File: config.mk
export PLATFORM = sky130hd
export DESIGN_NAME = stack_reg_file
export DESIGN_NICKNAME = d
export VERILOG_FILES = /design/src/rtl/stack_rf_pkg.sv /design/src/rtl/stack_reg_file_sp_unit.sv /design/src/rtl/stack_reg_file.sv
export SDC_FILE = /design/constraint.sdc
export NUM_CORES = 1
export LEC_CHECK = 0
export BUFFER_PORTS_ARGS = -buffer_cell sky130_fd_sc_hd__buf_2
export CAP_MARGIN = 5
export CORE_ASPECT_RATIO = 0.9
export CORE_MARGIN = 1
export CORE_UTILIZATION = 51
export CTS_CLUSTER_SIZE = 25
export DETAILED_ROUTE_END_ITERATION = 10
export PLACE_DENSITY = 0.75
export RECOVER_POWER = 25
export SETUP_SLACK_MARGIN = 0.15
export SYNTH_ARGS = -nofsm -noshare
export SYNTH_HDL_FRONTEND = slang
export SYNTH_SLANG_ARGS = --single-unit
export TNS_END_PERCENT = 30
File: constraint.sdc
create_clock -name clk -period 2.85 [get_ports clk]
set_input_delay 0.855 -clock clk [delete_from_list [all_inputs] [get_ports clk]]
set_output_delay 0.855 -clock clk [all_outputs]
set_load 0.03 [all_outputs]
File: src/rtl/stack_rf_pkg.sv
// -----------------------------------------------------------------------------
// stack_rf_pkg
// Shared constants and types for the stack-processor register file.
//   - Architectural register indices (V, SP, GP; the last entry is the zero
//     register).
//   - Default widths and stack-pointer reset/floor/step values.
//   - sp_op_e: the operation selected by the stack-pointer update logic.
// -----------------------------------------------------------------------------
package stack_rf_pkg;

  // Architectural register indices for the default 4-entry file.
  localparam int REG_V  = 0;
  localparam int REG_SP = 1;
  localparam int REG_GP = 2;

  localparam int DATA_W_DEFAULT = 16;
  localparam int ADDR_W_DEFAULT = 2;

  localparam logic [15:0] SP_RESET_DEFAULT = 16'h7fcd;
  localparam logic [15:0] SP_FLOOR_DEFAULT = 16'h4000;
  localparam logic [15:0] SP_STEP_DEFAULT  = 16'h0002;

  // Stack-pointer next-value selection.
  typedef enum logic [1:0] {
    SP_HOLD = 2'd0,
    SP_LOAD = 2'd1,
    SP_DEC  = 2'd2,
    SP_INC  = 2'd3
  } sp_op_e;

endpackage

File: src/rtl/stack_reg_file_sp_unit.sv
// -----------------------------------------------------------------------------
// sp_unit
// Stack-pointer register with push/pop update logic, bounds checking and a
// sticky fault flag. Written generically so it can also serve a future
// frame-pointer register.
//
// Ports:
//   clk_i        rising-edge clock
//   rst_i        asynchronous active-high reset (SP <= SP_RESET, fault <= 0)
//   load_i       direct write of load_data_i (highest priority, no checking)
//   load_data_i  value for a direct write
//   push_i       SP <= SP - SP_STEP if the result stays >= SP_FLOOR
//   pop_i        SP <= SP + SP_STEP if the result stays <= SP_RESET
//   sp_o         current SP (register output)
//   sp_rd_o      value a same-edge read port should sample: the current SP,
//                or the post-update SP when READ_NEXT is set
//   fault_o      sticky bounds-violation flag, cleared only by reset
// -----------------------------------------------------------------------------
module sp_unit
  import stack_rf_pkg::*;
#(
  parameter int               DATA_W    = DATA_W_DEFAULT,
  parameter logic [DATA_W-1:0] SP_RESET = SP_RESET_DEFAULT,
  parameter logic [DATA_W-1:0] SP_FLOOR = SP_FLOOR_DEFAULT,
  parameter logic [DATA_W-1:0] SP_STEP  = SP_STEP_DEFAULT,
  parameter bit               READ_NEXT = 1'b0
) (
  input  logic              clk_i,
  input  logic              rst_i,
  input  logic              load_i,
  input  logic [DATA_W-1:0] load_data_i,
  input  logic              push_i,
  input  logic              pop_i,
  output logic [DATA_W-1:0] sp_o,
  output logic [DATA_W-1:0] sp_rd_o,
  output logic              fault_o
);

  logic [DATA_W-1:0] sp_q, sp_d;
  logic              fault_q, fault_d;
  sp_op_e            op;

  // One extra bit so a borrow below zero or a carry past all-ones is seen
  // as out of range instead of wrapping into a legal value.
  logic [DATA_W:0] dec_ext, inc_ext;
  logic            push_bad, pop_bad;

  assign dec_ext  = {1'b0, sp_q} - {1'b0, SP_STEP};
  assign inc_ext  = {1'b0, sp_q} + {1'b0, SP_STEP};
  assign push_bad = dec_ext[DATA_W] || (dec_ext[DATA_W-1:0] < SP_FLOOR);
  assign pop_bad  = inc_ext > {1'b0, SP_RESET};

  always_comb begin
    op      = SP_HOLD;
    fault_d = fault_q;
    if (load_i) begin
      op = SP_LOAD;
    end else if (push_i && pop_i) begin
      op = SP_HOLD;
    end else if (push_i) begin
      if (push_bad) fault_d = 1'b1;
      else          op      = SP_DEC;
    end else if (pop_i) begin
      if (pop_bad) fault_d = 1'b1;
      else         op      = SP_INC;
    end
  end

  always_comb begin
    sp_d = sp_q;
    case (op)
      SP_LOAD: sp_d = load_data_i;
      SP_DEC:  sp_d = dec_ext[DATA_W-1:0];
      SP_INC:  sp_d = inc_ext[DATA_W-1:0];
      default: sp_d = sp_q;
    endcase
  end

  always_ff @(posedge clk_i or posedge rst_i) begin
    if (rst_i) begin
      sp_q    <= SP_RESET;
      fault_q <= 1'b0;
    end else begin
      sp_q    <= sp_d;
      fault_q <= fault_d;
    end
  end

  assign sp_o    = sp_q;
  assign sp_rd_o = READ_NEXT ? sp_d : sp_q;
  assign fault_o = fault_q;

endmodule

File: src/rtl/stack_reg_file.sv
// -----------------------------------------------------------------------------
// stack_reg_file
// Register file for the stack processor: N = 2**ADDR_W entries of DATA_W bits,
// two registered read ports, one write port, and a stack pointer (entry
// SP_IDX) with bounds-checked push/pop. Entry N-1 is a hard-wired zero.
//
// Ports:
//   clk       rising-edge clock
//   reset     asynchronous active-high reset
//   w_data    write data
//   w_addr    write address
//   regWrite  write enable (writes to entry N-1 are dropped)
//   r_addr_a  read port A address; r_data_a registered, 1-cycle latency
//   r_addr_b  read port B address; r_data_b registered, 1-cycle latency
//   sp_push   SP -= SP_STEP (bounded by SP_FLOOR)
//   sp_pop    SP += SP_STEP (bounded by SP_RESET)
//   sp_out    current SP register value
//   sp_fault  sticky bounds-violation flag
//
// Build option: RF_WRITE_BYPASS_EN
//   undefined - a read sampling the entry being written returns the old value.
//   defined   - reads forward w_data (and the post-push/pop SP) on the same
//               edge, removing the need for pipeline hazard stalls.
// -----------------------------------------------------------------------------
module stack_reg_file
  import stack_rf_pkg::*;
#(
  parameter int                DATA_W   = DATA_W_DEFAULT,
  parameter int                ADDR_W   = ADDR_W_DEFAULT,
  parameter int                SP_IDX   = REG_SP,
  parameter logic [DATA_W-1:0] SP_RESET = SP_RESET_DEFAULT,
  parameter logic [DATA_W-1:0] SP_FLOOR = SP_FLOOR_DEFAULT,
  parameter logic [DATA_W-1:0] SP_STEP  = SP_STEP_DEFAULT
) (
  input  logic              clk,
  input  logic              reset,
  input  logic [DATA_W-1:0] w_data,
  input  logic [ADDR_W-1:0] w_addr,
  input  logic              regWrite,
  input  logic [ADDR_W-1:0] r_addr_a,
  output logic [DATA_W-1:0] r_data_a,
  input  logic [ADDR_W-1:0] r_addr_b,
  output logic [DATA_W-1:0] r_data_b,
  input  logic              sp_push,
  input  logic              sp_pop,
  output logic [DATA_W-1:0] sp_out,
  output logic              sp_fault
);

  localparam int N        = 2 ** ADDR_W;
  localparam int ZERO_IDX = N - 1;

`ifdef RF_WRITE_BYPASS_EN
  localparam bit READ_NEXT = 1'b1;
`else
  localparam bit READ_NEXT = 1'b0;
`endif

  // Value each entry presents to the read muxes.
  logic [DATA_W-1:0] rd_vals [N];
  logic [DATA_W-1:0] sp_rd;
  logic              wr_hit;
  logic              sp_load;

  assign wr_hit  = regWrite && (w_addr != ADDR_W'(ZERO_IDX));
  assign sp_load = regWrite && (w_addr == ADDR_W'(SP_IDX));

  sp_unit #(
    .DATA_W    (DATA_W),
    .SP_RESET  (SP_RESET),
    .SP_FLOOR  (SP_FLOOR),
    .SP_STEP   (SP_STEP),
    .READ_NEXT (READ_NEXT)
  ) u_sp (
    .clk_i       (clk),
    .rst_i       (reset),
    .load_i      (sp_load),
    .load_data_i (w_data),
    .push_i      (sp_push),
    .pop_i       (sp_pop),
    .sp_o        (sp_out),
    .sp_rd_o     (sp_rd),
    .fault_o     (sp_fault)
  );

  genvar gi;
  generate
    for (gi = 0; gi < N; gi++) begin : g_entry
      if (gi == SP_IDX) begin : g_sp
        assign rd_vals[gi] = sp_rd;
      end else if (gi == ZERO_IDX) begin : g_zero
        assign rd_vals[gi] = '0;
      end else begin : g_gpr
        logic [DATA_W-1:0] entry_q;
        always_ff @(posedge clk or posedge reset) begin
          if (reset)                                        entry_q <= '0;
          else if (regWrite && (w_addr == ADDR_W'(gi)))     entry_q <= w_data;
        end
        assign rd_vals[gi] = entry_q;
      end
    end
  endgenerate

  logic [DATA_W-1:0] r_data_a_q, r_data_a_d;
  logic [DATA_W-1:0] r_data_b_q, r_data_b_d;

  always_comb begin
    r_data_a_d = rd_vals[r_addr_a];
`ifdef RF_WRITE_BYPASS_EN
    // The SP entry already forwards its next value via sp_rd.
    if (wr_hit && (r_addr_a == w_addr)) r_data_a_d = w_data;
`endif
  end

  always_comb begin
    r_data_b_d = rd_vals[r_addr_b];
`ifdef RF_WRITE_BYPASS_EN
    if (wr_hit && (r_addr_b == w_addr)) r_data_b_d = w_data;
`endif
  end

  always_ff @(posedge clk or posedge reset) begin
    if (reset) begin
      r_data_a_q <= '0;
      r_data_b_q <= '0;
    end else begin
      r_data_a_q <= r_data_a_d;
      r_data_b_q <= r_data_b_d;
    end
  end

  assign r_data_a = r_data_a_q;
  assign r_data_b = r_data_b_q;

`ifndef RF_WRITE_BYPASS_EN
  // Only referenced by the forwarding path.
  logic unused_wr_hit;
  assign unused_wr_hit = wr_hit;
`endif

endmodule

# Word-level counts from Yosys, hierarchy flattened
# Index checks and enable logic that the tools add are counted.
[word_totals]
register_bits = 81
inputBits = 27
output_inout_bits = 49
word_cells = 49
[classes]
addsub = 2
magnitude_cmp = 4
eq_ne = 6
n_mux = 17
bitwise_logic = 4
reduce_logical = 10
[ops]
columns = ["operator", "count"]
rows = [
  ["16-bit binary-select mux with 2-bit select", 2],
  ["16-bit 2-to-1 mux", 4],
  ["16-bit case mux with 3 select lines", 1],
  ["16-bit by 2-bit adder with 17-bit output, second input constant", 1],
  ["17-bit by 15-bit greater-than comparator with 1-bit output, second input constant", 1],
  ["16-bit by 2-bit subtractor with 17-bit output, second input constant", 1],
  ["16-bit by 15-bit < comparator with 1-bit output, second input constant", 1],
  ["2-bit 2-to-1 mux", 6],
  ["2-bit equality test, second input constant", 3],
  ["3-bit >= comparator, second input constant", 2],
  ["2-bit NOT with 3-bit output", 2],
  ["5-bit AND reduction", 1],
  ["2-bit by 1-bit equality test with 1-bit output, second input constant", 2],
  ["1-bit logical AND", 4],
  ["1-bit 2-to-1 mux", 4],
  ["2-bit nonzero test", 2],
  ["3-bit nonzero test", 1],
  ["2-bit logical NOT", 1],
  ["2-bit by 1-bit != test with 1-bit output, second input constant", 1],
  ["1-bit NOT", 2],
  ["1-bit logical OR", 1],
]

# Logic depth before layout (Yosys ltp)
# Gate-level depths: netlist of run 1.
[depth]
word_depth = 9
ltp_mapped = 12
mapped_depth_nobuf = 9

# Hierarchy
# A second synthesis of run 1 with hierarchy kept.
[unflattened]
hier_cells = 423
hier_area_um2 = 4683.2
[modules_own_cells]
columns = ["module", "n_inst", "cells_per_inst", "area_each_um2", "seq_area_each_um2"]
rows = [
  ["stack_reg_file", 1, 181, 2697.6, 1601.5],
  ["sp_unit", 1, 242, 1985.7, 440.4],
]

# Worst setup path after synthesis of run 1
# OpenSTA, ideal clock, no wires.
[synth_timing]
path_kind = "register to register"
startpoint = "register u_sp.sp_q[1], in the netlist u_sp.sp_o[1]"
endpoint = "register u_sp.sp_q[11], in the netlist u_sp.sp_o[11]"
arrival_time_ns = 2.874
required_time_ns = 2.767
path_slack_ns = -0.108
stages_incl_launch_ff = 11
cell_sequence = "dfrtp_1 buf_2 inv_1 ha_1 nand3_1 and4_1 o21ai_0 or4_4 a21o_4 and3_1 o32a_1"
[synth_via]
elab_chain_cells = 9
elab_cells_between_ends = 16
classes_between = "add/sub (2); order compare (2); eq/ne (3); mux (7); reduce/logical (2)"
[synth_lines]
columns = ["element", "line_no", "text"]
rows = [
  ["from (decl)", "stack_reg_file_sp_unit.sv:39", "logic [DATA_W-1:0] sp_q, sp_d;"],
  ["from (signal assigned)", "stack_reg_file_sp_unit.sv:84", "sp_q <= sp_d;"],
  ["16-bit by 2-bit adder with 17-bit output or 16-bit by 2-bit subtractor with 17-bit output (tied branches)", "stack_reg_file_sp_unit.sv:49, stack_reg_file_sp_unit.sv:48", ""],
  ["17-bit by 15-bit greater-than comparator with 1-bit output or 16-bit by 15-bit < comparator with 1-bit output (tied branches)", "stack_reg_file_sp_unit.sv:51, stack_reg_file_sp_unit.sv:50", ""],
  ["2-bit 2-to-1 mux or 1-bit logical OR (tied branches)", "stack_reg_file_sp_unit.sv:64, stack_reg_file_sp_unit.sv:50", ""],
  ["2-bit 2-to-1 mux, on equally long branches", "stack_reg_file_sp_unit.sv:63, stack_reg_file_sp_unit.sv:61", ""],
  ["2-bit 2-to-1 mux", "stack_reg_file_sp_unit.sv:60", "end else if (push_i) begin"],
  ["2-bit 2-to-1 mux", "stack_reg_file_sp_unit.sv:58", "end else if (push_i && pop_i) begin"],
  ["2-bit 2-to-1 mux", "stack_reg_file_sp_unit.sv:56", "if (load_i) begin"],
  ["2-bit equality test or 2-bit by 1-bit equality test with 1-bit output (tied branches)", "stack_reg_file_sp_unit.sv:71", "case (op)"],
  ["16-bit case mux with 3 select lines or 3-bit nonzero test (tied branches)", "--", ""],
]
# Several ways; a longest one is shown, not always the timed one.
# A chain may end at the register's enable or synchronous reset.

# Final worst setup path of run 1
[layout_timing]
startpoint = "register u_sp.sp_q[2], in the netlist u_sp.sp_o[2]"
endpoint = "register u_sp.sp_q[11], in the netlist u_sp.sp_o[11]"
# Same word-level chain as after synthesis.

==> flow_summary.ini, run 1 <==
[sta]
hold_viol = 0
tightest_slew_ns = 1.73
slew-limit-headroom = -0.154
fmax_ghz = 0.370
finClkSkew_ns = 0.0194
setup_viol_count_final = 0
maxSlewViolCount = 82
rsz0062_at_grt = yes
fin_tns_setup_ns = 0
finalCritPeriodShare = 0.948
finalCriticalPeriod_ns = 2.70

[final_layout]
layout.nets = 567
drive_above_1_share = 0.409
syn2layout_area_growth_pct = 23.0
final_core_util = 0.644
n_antenna_cell = 0
seq_area_um2 = 2040
fill_cells = 733
stdcell_count = 660
multi_input_area_um2 = 2350
design_area_um2 = 5520

[synth]
syn_avg_cell_area_um2 = 10.3
synth_top_area_cell = dfrtp_1
synth_flop_cell = dfrtp_1
synth_seq_cells = 81
async_flop_share = 1.00
synth_top_area_frac = 0.385
syn_nets = 465
seq_area_frac_synth = 0.455
synthCells = 434
mappedNetlistArea_um2 = 4490
synth.distinct_cells = 69
synth-edff-count = 0
ys_warn_count = 0
synth.area.top_cells = dfrtp_1, mux2_2, mux2i_1, dfstp_2, nand2_1

[placed_design]
place_area_um2 = 5160
routabilityCongestion = 0.914
place_hpwl_um = 8380
place_inst = 629
io_buffers = 75

[hold_path]
hold_end = u_sp.fault_o
hp-class = flip-flop to flip-flop
hold_depth = 1
min_from = u_sp.fault_o

[die]
ios = 76
die_w_um = 101
dieArea_um2 = 9180
core_um2 = 8570
die_h_um = 91.0
start_util = 0.524
fp-row-count = 32

[drt]
wl_per_cell_um = 17.9
first_iter_violations = 279
vias = 3858
viasPerCell = 5.85
postRouteAntennaNets = 0
drc = 0
first_pass_iters = 5
wl_um = 11800

[power]
power.leakage_nw = 2.44
vdd_drop_max_mv = 0.550
p_per_area_nw_per_um2 = 784

[critical_path]
cp_max_fo = 8
worst_r2r_startpoint = u_sp.sp_o[2]
rr_worst_depth = 8
required_ns = 3.14
cp-start-kind = flip-flop
arrival_ns = 2.99
critical_path.reg2reg.endpoint = u_sp.sp_o[11]
crit_path_end_kind = flip-flop
rrSetupSlack_ns = 0.15
critPathKind = flip-flop to flip-flop

[global_routing]
grt_pass1_vias = 3616
grt_max_degree = 82
antenna_found_initial = 0
overflow = 0
gr-max-usage-layer = met2
grt_use_met2 = 0.410
track_usage = 0.271
grt_pass1_wl_um = 19100
grt_use_met1 = 0.407
grtUsageMet3 = 0.0439

[clock_network]
tritoncts = done
clock-sinks = 81
path_clk_slew_ns = 0.10
cts-root-buf = clkbuf_8
h-tree-depth = 3
cts_buffers = 9
hold_buffers = 0
cts_max_path_buffers = 2
clk_latency_ns = 0.35

[run_status]
violations = max-capacitance violations, max-slew violations
status = complete, but fails checks

[run]
cap_violations = 1
==> cell families after synthesis <==
logic type,Yosys count,share of synthesized area
buf+inv,40,0.0449
flops,81,0.455
compound gates,95,0.143
simple gates,139,0.173
mux,65,0.154
fa+ha+maj,4,0.0112
xor+xnor,10,0.0195
==> cells in the mapped netlist (all sizes together) (7+ instances only) <==
cell type,instances
o21ai,41
mux2i,33
nor2,14
nand2,56
dfstp,12
dfrtp,69
xnor2,7
a21oi,9
nand3,12
mux2,32
clkbuf,16
buf,18
nor3,10
==> cell type report <==
cell class                 count  share of cell area
clock inverter                 6              0.0122
multi-input combinational    313               0.426
timing repair buffer         125               0.137
tap                          119              0.0270
inverter                       6             0.00476
sequential                    81               0.370
clock buffer                  10              0.0231
==> cells in the final DEF (no fill, tap or decap), types with 3 or more instances in the layout <==
| cell type | n |
|---|---|
| nand3_1 | 9 |
| xnor2_1 | 7 |
| inv_1 | 4 |
| a22oi_1 | 3 |
| a21oi_1 | 7 |
| a211oi_1 | 4 |
| nor3b_2 | 3 |
| clkinvlp_4 | 3 |
| o211ai_1 | 6 |
| clkbuf_8 | 9 |
| buf_2 | 75 |
| or4_4 | 3 |
| dfstp_2 | 12 |
| nor3_1 | 8 |
| mux2_2 | 32 |
| nor2b_1 | 5 |
| o221a_2 | 3 |
| nand2b_1 | 3 |
| a211o_1 | 3 |
| mux2i_1 | 33 |
| o21ai_0 | 38 |
| dfrtp_1 | 67 |
| nand3_2 | 3 |
| nor2_1 | 14 |
| nand2_1 | 56 |
| buf_4 | 47 |
| o31ai_1 | 3 |
| xor2_1 | 3 |
| a31oi_1 | 5 |
==> routing by layer <==
layer | vias to the layer above | part of all wire
li1 | 1780 | -
met1 | 1909 | 0.46
met2 | 160 | 0.47
met3 | 9 | 0.064
met4 | 0 | 0.010
met5 | - | 0
==> metrics by stage <==
step	setup slack, ns	hold WS [ns]	total power [mW]
floorplan	0.134	0.502	2.87
global placement	0.120	0.454	3.33
detailed placement	0.0417	0.461	3.37
CTS	0.142	0.485	4.25
global route	0.0748	0.505	4.56
finish	0.148	0.479	4.32
==> worst max-delay path: stages, from the launching register on <==
cell and delay [ns]:
dfstp_2 0.61, ha_4 0.19, nand4_1 0.18, nor4b_4 0.35, nor3_2 0.09, or4_4 0.52, a21o_4 0.26, and3_4 0.15
o32a_1 0.28
==> registers in the layout, summed over array words and instances (netlist names) <==
register,flops
u_sp.fault_o,1
r_data_b,16
g_entry.g_gpr.entry_q,32
u_sp.sp_o,16
r_data_a,16
==> what timing repair did <==
action	in CTS	in global routing
buffers inserted	8	7
resized for setup	2	14
setup endpoints to repair	10	10
hold endpoints to repair	0	0
pin swaps	2	14
==> worst max-delay path by stage <==
stage,start,endpoint,slack (ns)
2_1_floorplan,u_sp.sp_o[2],u_sp.sp_o[11],0.13
4_1_cts,u_sp.sp_o[2],u_sp.sp_o[11],0.14
3_5_place_dp,u_sp.sp_o[2],u_sp.sp_o[6],0.04
5_1_grt,u_sp.sp_o[2],u_sp.sp_o[10],0.07
6_report,u_sp.sp_o[2],u_sp.sp_o[11],0.15
3_3_place_gp,u_sp.sp_o[2],u_sp.sp_o[11],0.12
==> where the power goes <==
part	internal [mW]	total, mW	switching [mW]
combinational	0.717	1.83	1.11
clock	0.408	0.835	0.427
sequential	1.44	1.66	0.220
total	2.56	4.32	1.76
No activity file was read; power rests on OpenSTA's default activity.
==> run 2, diff against run 1 <==
--- a/config.mk
+++ b/config.mk
@@ -5,6 +5,7 @@
 export SDC_FILE = /design/constraint.sdc
 export NUM_CORES = 1
 export LEC_CHECK = 0
+export ABC_AREA = 1
 export BUFFER_PORTS_ARGS = -buffer_cell sky130_fd_sc_hd__buf_2
 export CAP_MARGIN = 5
 export CORE_ASPECT_RATIO = 0.9
==> flow_summary.ini, run 2 <==
[synth]
synth.distinct_cells = 35
seq_area_frac_synth = 0.451
yosys.area_share.simple = 0.239
async_flop_share = 1.00
mappedNetlistArea_um2 = 4530
synth_flop_cell = dfrtp_1
synthMostInstantiatedCell = nand2_1
synthCells = 590
syn_nets = 621
muxShareOfSynthArea = 0
synth-edff-count = 0
syn_avg_cell_area_um2 = 7.68
synth_seq_cells = 81
synth_top_family_by_area = simple AND/OR/NAND/NOR gates
yosys.area_share.adder = 0.0110
synth.area.top_cells = dfrtp_1, o21ai_0, nand2_1, dfstp_2, inv_1
synth_xor_area_frac = 0.0193
synth_top_area_frac = 0.381
synth_compound_area_frac = 0.175
ys_warn_count = 0
synth_commonest_cells = nand2_1, o21ai_0, inv_1
synth_top_area_cell = dfrtp_1

[clock_network]
clock-sinks = 81
tritoncts = done
h-tree-depth = 3
path_clk_slew_ns = 0.09
cts_buffers = 9
cts-root-buf = clkbuf_8
clk_latency_ns = 0.34
cts_max_path_buffers = 2

[hold_path]
hp-class = flip-flop to flip-flop

[final_layout]
layout_common_cells = nand2_1, o21ai_0, inv_1
layout.nets = 689
fill_cells = 750
syn2layout_area_growth_pct = 16.3
final_common_cell = nand2_1
n_antenna_cell = 0
design_area_um2 = 5270
stdcell_count = 782
multi_input_area_um2 = 2040
drive_above_1_share = 0.240
seq_area_um2 = 2040
largest_register = g_entry.g_gpr.entry_q
largest_register_ffs = 32

[die]
ios = 76
core_um2 = 8610
die_w_um = 101
fp-row-count = 32
start_util = 0.526
dieArea_um2 = 9270
die_h_um = 91.4

[critical_path]
slowest_delay_ns = 0.63
cp_slowest_cell = dfstp_2
crit_path_end_kind = flip-flop
cp_max_fo = 12
path_buf_inv = 2
critPathKind = flip-flop to flip-flop
crit_family = simple AND/OR/NAND/NOR gates
required_ns = 3.09
cp_cell_sequence = ha_1 -> nand3_2 -> o21ai_0 -> nand2_1 -> nor2_1 -> nand2_1 -> nor2_1 -> nand2_1 -> nand3b_2 -> nand2_4 -> nand2_4 -> nand2_4 -> inv_4 -> nand2_1 -> nand2_1 -> inv_1
cp-start-kind = flip-flop
crit_top_cell = nand2_1
arrival_ns = 2.71

[sta]
finalCritPeriodShare = 0.868
fmax_ghz = 0.404
slew-limit-headroom = 0.627
setup_viol_count_final = 0
hold_viol = 0
tightest_slew_ns = 0.557
timing.final.ws_setup_ns = 0.378
rsz0062_at_grt = no
finClkSkew_ns = 0.0104
maxSlewViolCount = 0
finalCriticalPeriod_ns = 2.47
fin_tns_setup_ns = 0

[placed_design]
place_ws_ns = 0.215
place_hpwl_um = 8580
place_inst = 763
routabilityCongestion = 0.976
io_buffers = 75
place_area_um2 = 4980

[global_routing]
overflow = 0
grt_pass1_vias = 3799
track_usage = 0.260
antenna_found_initial = 0
grt_pass1_wl_um = 18500
grt_max_degree = 82

[drt]
wl_um = 11500
drc = 0
wl_per_cell_um = 14.7
first_iter_violations = 253
first_pass_iters = 4
vias = 4173
viasPerCell = 5.34
postRouteAntennaNets = 0

[run_status]
status = completed

[power]
p_per_area_nw_per_um2 = 926
finalPower_mw = 4.88
power.leakage_nw = 2.63
vdd_drop_max_mv = 0.538

[run]
cap_violations = 0
==> run 2: logic make-up after synthesis <==
| logic type | Yosys count |
|---|---|
| AOI/OAI and AO/OA | 154 |
| xor gates and xnor gates | 10 |
| adders and majority gates | 4 |
| buffers and inverters | 116 |
| DFF | 81 |
| and+or+nand+nor | 225 |
==> run 2: power breakdown <==
group | switching, mW | internal [mW]
clock | 0.411 | 0.587
combinational | 1.39 | 0.607
sequential | 0.403 | 1.48
total | 2.21 | 2.67
==> run 2: worst register-to-register path, cell delays in order (launching register included) <==
cell	delay [ns]
dfstp_2	0.63
ha_1	0.24
nand3_2	0.13
o21ai_0	0.18
nand2_1	0.11
nor2_1	0.13
nand2_1	0.06
nor2_1	0.09
nand2_1	0.09
nand3b_2	0.11
nand2_4	0.12
nand2_4	0.13
nand2_4	0.10
inv_4	0.10
nand2_1	0.05
nand2_1	0.06
inv_1	0.03
==> run 2: cell type report <==
class / count / area share
flip-flops and latches: 81 / 0.388
multi-input cells: 393 / 0.386
repair buffers: 84 / 0.0864
inverters: 89 / 0.0655
well taps: 119 / 0.0282
clock buffers: 10 / 0.0242
clock inverters: 6 / 0.0218
==> run 2: repair_timing <==
item                                    in CTS  in global routing
endpoints found under the setup margin       0                 15
hold buffers                                 0                  0
buffers inserted                             0                  3
endpoints found under the hold margin        0                  0
resized for setup                            0                  7
==> run 2: final timing paths <==
kind / slack (ns) / endpoint / startpoint / cells after the start
setup / recovery: 0.38 / u_sp.sp_o[5] / u_sp.sp_o[2] / 16
hold / removal: 0.49 / g_entry[0].g_gpr.entry_q[5] / g_entry[0].g_gpr.entry_q[5] / 2
setup reg to reg: 0.38 / u_sp.sp_o[5] / u_sp.sp_o[2] / 16
hold reg to reg: 0.49 / g_entry[0].g_gpr.entry_q[5] / g_entry[0].g_gpr.entry_q[5] / 2
max in group asynchronous: 1.87 / u_sp.sp_o[8] / reset / 3
min in group asynchronous: 0.63 / g_entry[2].g_gpr.entry_q[2] / reset / 3
==> run 2: per-stage QoR <==
stage          hold slack (ns)  utilization
5_1_grt                  0.509        0.612
4_1_cts                  0.491        0.607
6_report                 0.486        0.612
3_3_place_gp             0.466        0.578
3_5_place_dp             0.473        0.578
2_1_floorplan            0.453            -
==> run 2: routing by layer <==
layer  global-route usage  wire length, um
met5                    0                0
met4                0.126              352
met3               0.0462              792
met2                0.377             4990
met1                0.372             5360
==> run 3, diff against run 2 <==
==> constraint.sdc (replaced) <==
create_clock -name clk -period 2.85 [get_ports clk]
set_input_delay 0.4275 -clock clk [delete_from_list [all_inputs] [get_ports clk]]
set_output_delay 0.4275 -clock clk [all_outputs]
set_load 0.03 [all_outputs]
==> flow_summary.ini, run 3 (same netlist as run 2, synthesis figures left out) <==
[drt]
postRouteAntennaNets = 0
wl_per_cell_um = 14.5
drc = 0
viasPerCell = 5.30
first_pass_iters = 5
first_iter_violations = 216
wl_um = 11400
vias = 4158

[power]
vdd_drop_max_mv = 0.405
p_per_area_nw_per_um2 = 892
power.leakage_nw = 2.61

[final_layout]
largest_register_ffs = 32
layout_common_cells = nand2_1, o21ai_0, inv_1
drive_above_1_share = 0.238
n_antenna_cell = 0
layout.nets = 691
syn2layout_area_growth_pct = 15.5
final_common_cell = nand2_1
design_area_um2 = 5240
largest_register = g_entry.g_gpr.entry_q

[sta]
hold_viol = 0
setup_viol_count_final = 0
slew-limit-headroom = 0.106
finalCriticalPeriod_ns = 2.48
maxSlewViolCount = 0
tightest_slew_ns = 1.34
rsz0062_at_grt = no
finalCritPeriodShare = 0.871
finClkSkew_ns = 0.0111
fmax_ghz = 0.403
fin_tns_setup_ns = 0

[global_routing]
overflow = 0
track_usage = 0.263
grt_pass1_wl_um = 19000
grt_max_degree = 46
grt_pass1_vias = 3791
antenna_found_initial = 0

[clock_network]
clk_latency_ns = 0.35
cts-root-buf = clkbuf_8
path_clk_slew_ns = 0.09
h-tree-depth = 3
cts_buffers = 9
tritoncts = done
hold_buffers = 0
clock-sinks = 81
cts_max_path_buffers = 2

[die]
ios = 76
fp-row-count = 32
die_h_um = 91.4
die_w_um = 101
dieArea_um2 = 9270
core_um2 = 8610
start_util = 0.526

[placed_design]
place_hpwl_um = 8560
place_area_um2 = 4990
io_buffers = 75
routabilityCongestion = 0.998

[run]
cap_violations = 0

[hold_path]
hp-class = primary input to flip-flop

[critical_path]
required_ns = 3.09
cp-start-kind = flip-flop
critPathKind = flip-flop to flip-flop
arrival_ns = 2.72
cp_max_fo = 9
crit_path_end_kind = flip-flop

[run_status]
status = completed
## run 3: cell types whose count changed in the layout (fill, tap and decap cells not counted), sizes merged
cell | previous run | this run
clkinv | 1 | 2
bufinv | 3 | 0
clkbuf | 10 | 12
inv | 89 | 91
## run 3: power breakdown
| group | switching (mW) | total [mW] | internal (mW) |
|---|---|---|---|
| sequential | 0.365 | 1.84 | 1.48 |
| clock | 0.429 | 0.755 | 0.326 |
| combinational | 1.44 | 2.07 | 0.631 |
## run 3: layer usage
layer | vias to the layer above | wire length [um] | GRT usage
li1 | 2042 | - | -
met1 | 1939 | 5500 | 0.387
met2 | 159 | 5020 | 0.390
met3 | 18 | 607 | 0.0377
met4 | 0 | 248 | 0.0966
met5 | - | 0 | 0
## run 3: through the flow
| stage | utilization | cells | hold slack [ns] | setup slack (ns) | power [mW] |
|---|---|---|---|---|---|
| final | 0.608 | 784 | 0.335 | 0.369 | 4.67 |
| after CTS | 0.600 | 781 | 0.216 | 0.207 | 4.58 |
| after detailed placement | 0.580 | 765 | 0.473 | 0.239 | 3.84 |
| after global placement | 0.580 | 765 | 0.467 | 0.296 | 3.82 |
| after floorplan | - | 590 | 0.453 | 0.362 | 3.28 |
| after global routing | 0.608 | 784 | 0.346 | 0.151 | 4.98 |
## run 3: worst max-delay path: stages (launching register included)
cell and delay (ns):
dfstp_2 0.58, buf_4 0.16, nand2_1 0.09, nor2_4 0.24, buf_4 0.15, nand4_1 0.09, nand2_1 0.10, nand2_1 0.06
nor2_1 0.13, nand2_2 0.11, nand3_2 0.09, nand2_4 0.10, inv_4 0.12, nand2_4 0.10, inv_4 0.10, nand2_1 0.06
nand2_1 0.06, inv_1 0.03
## run 3: what timing repair did
| action | CTS | global route |
|---|---|---|
| setup endpoints to repair | 0 | 15 |
| resized for setup | 0 | 10 |
| buffers inserted | 0 | 3 |
## run 3: final timing paths
kind                                               from                            to  slack [ns]  cells past startpoint
min in group asynchronous                         reset                   r_data_a[3]        0.45                      2
hold / removal                                w_data[1]                  u_sp.sp_o[1]        0.34                      3
hold reg to reg            g_entry[0].g_gpr.entry_q[15]  g_entry[0].g_gpr.entry_q[15]        0.49                      2
max in group asynchronous                         reset                 u_sp.sp_o[11]        1.47                      3
setup / recovery                           u_sp.sp_o[2]                  u_sp.sp_o[5]        0.37                     17
setup reg to reg                           u_sp.sp_o[2]                  u_sp.sp_o[5]        0.37                     17
## run 3: area by class of cell
type / instances / area (um^2)
Clock buffer: 10 / 128
Clock inverter: 6 / 50.0
Fill cell: 777 / 3370
Inverter: 89 / 344
Multi-Input combinational cell: 393 / 2060
Sequential cell: 81 / 2040
Tap cell: 119 / 149
Timing Repair Buffer: 86 / 465
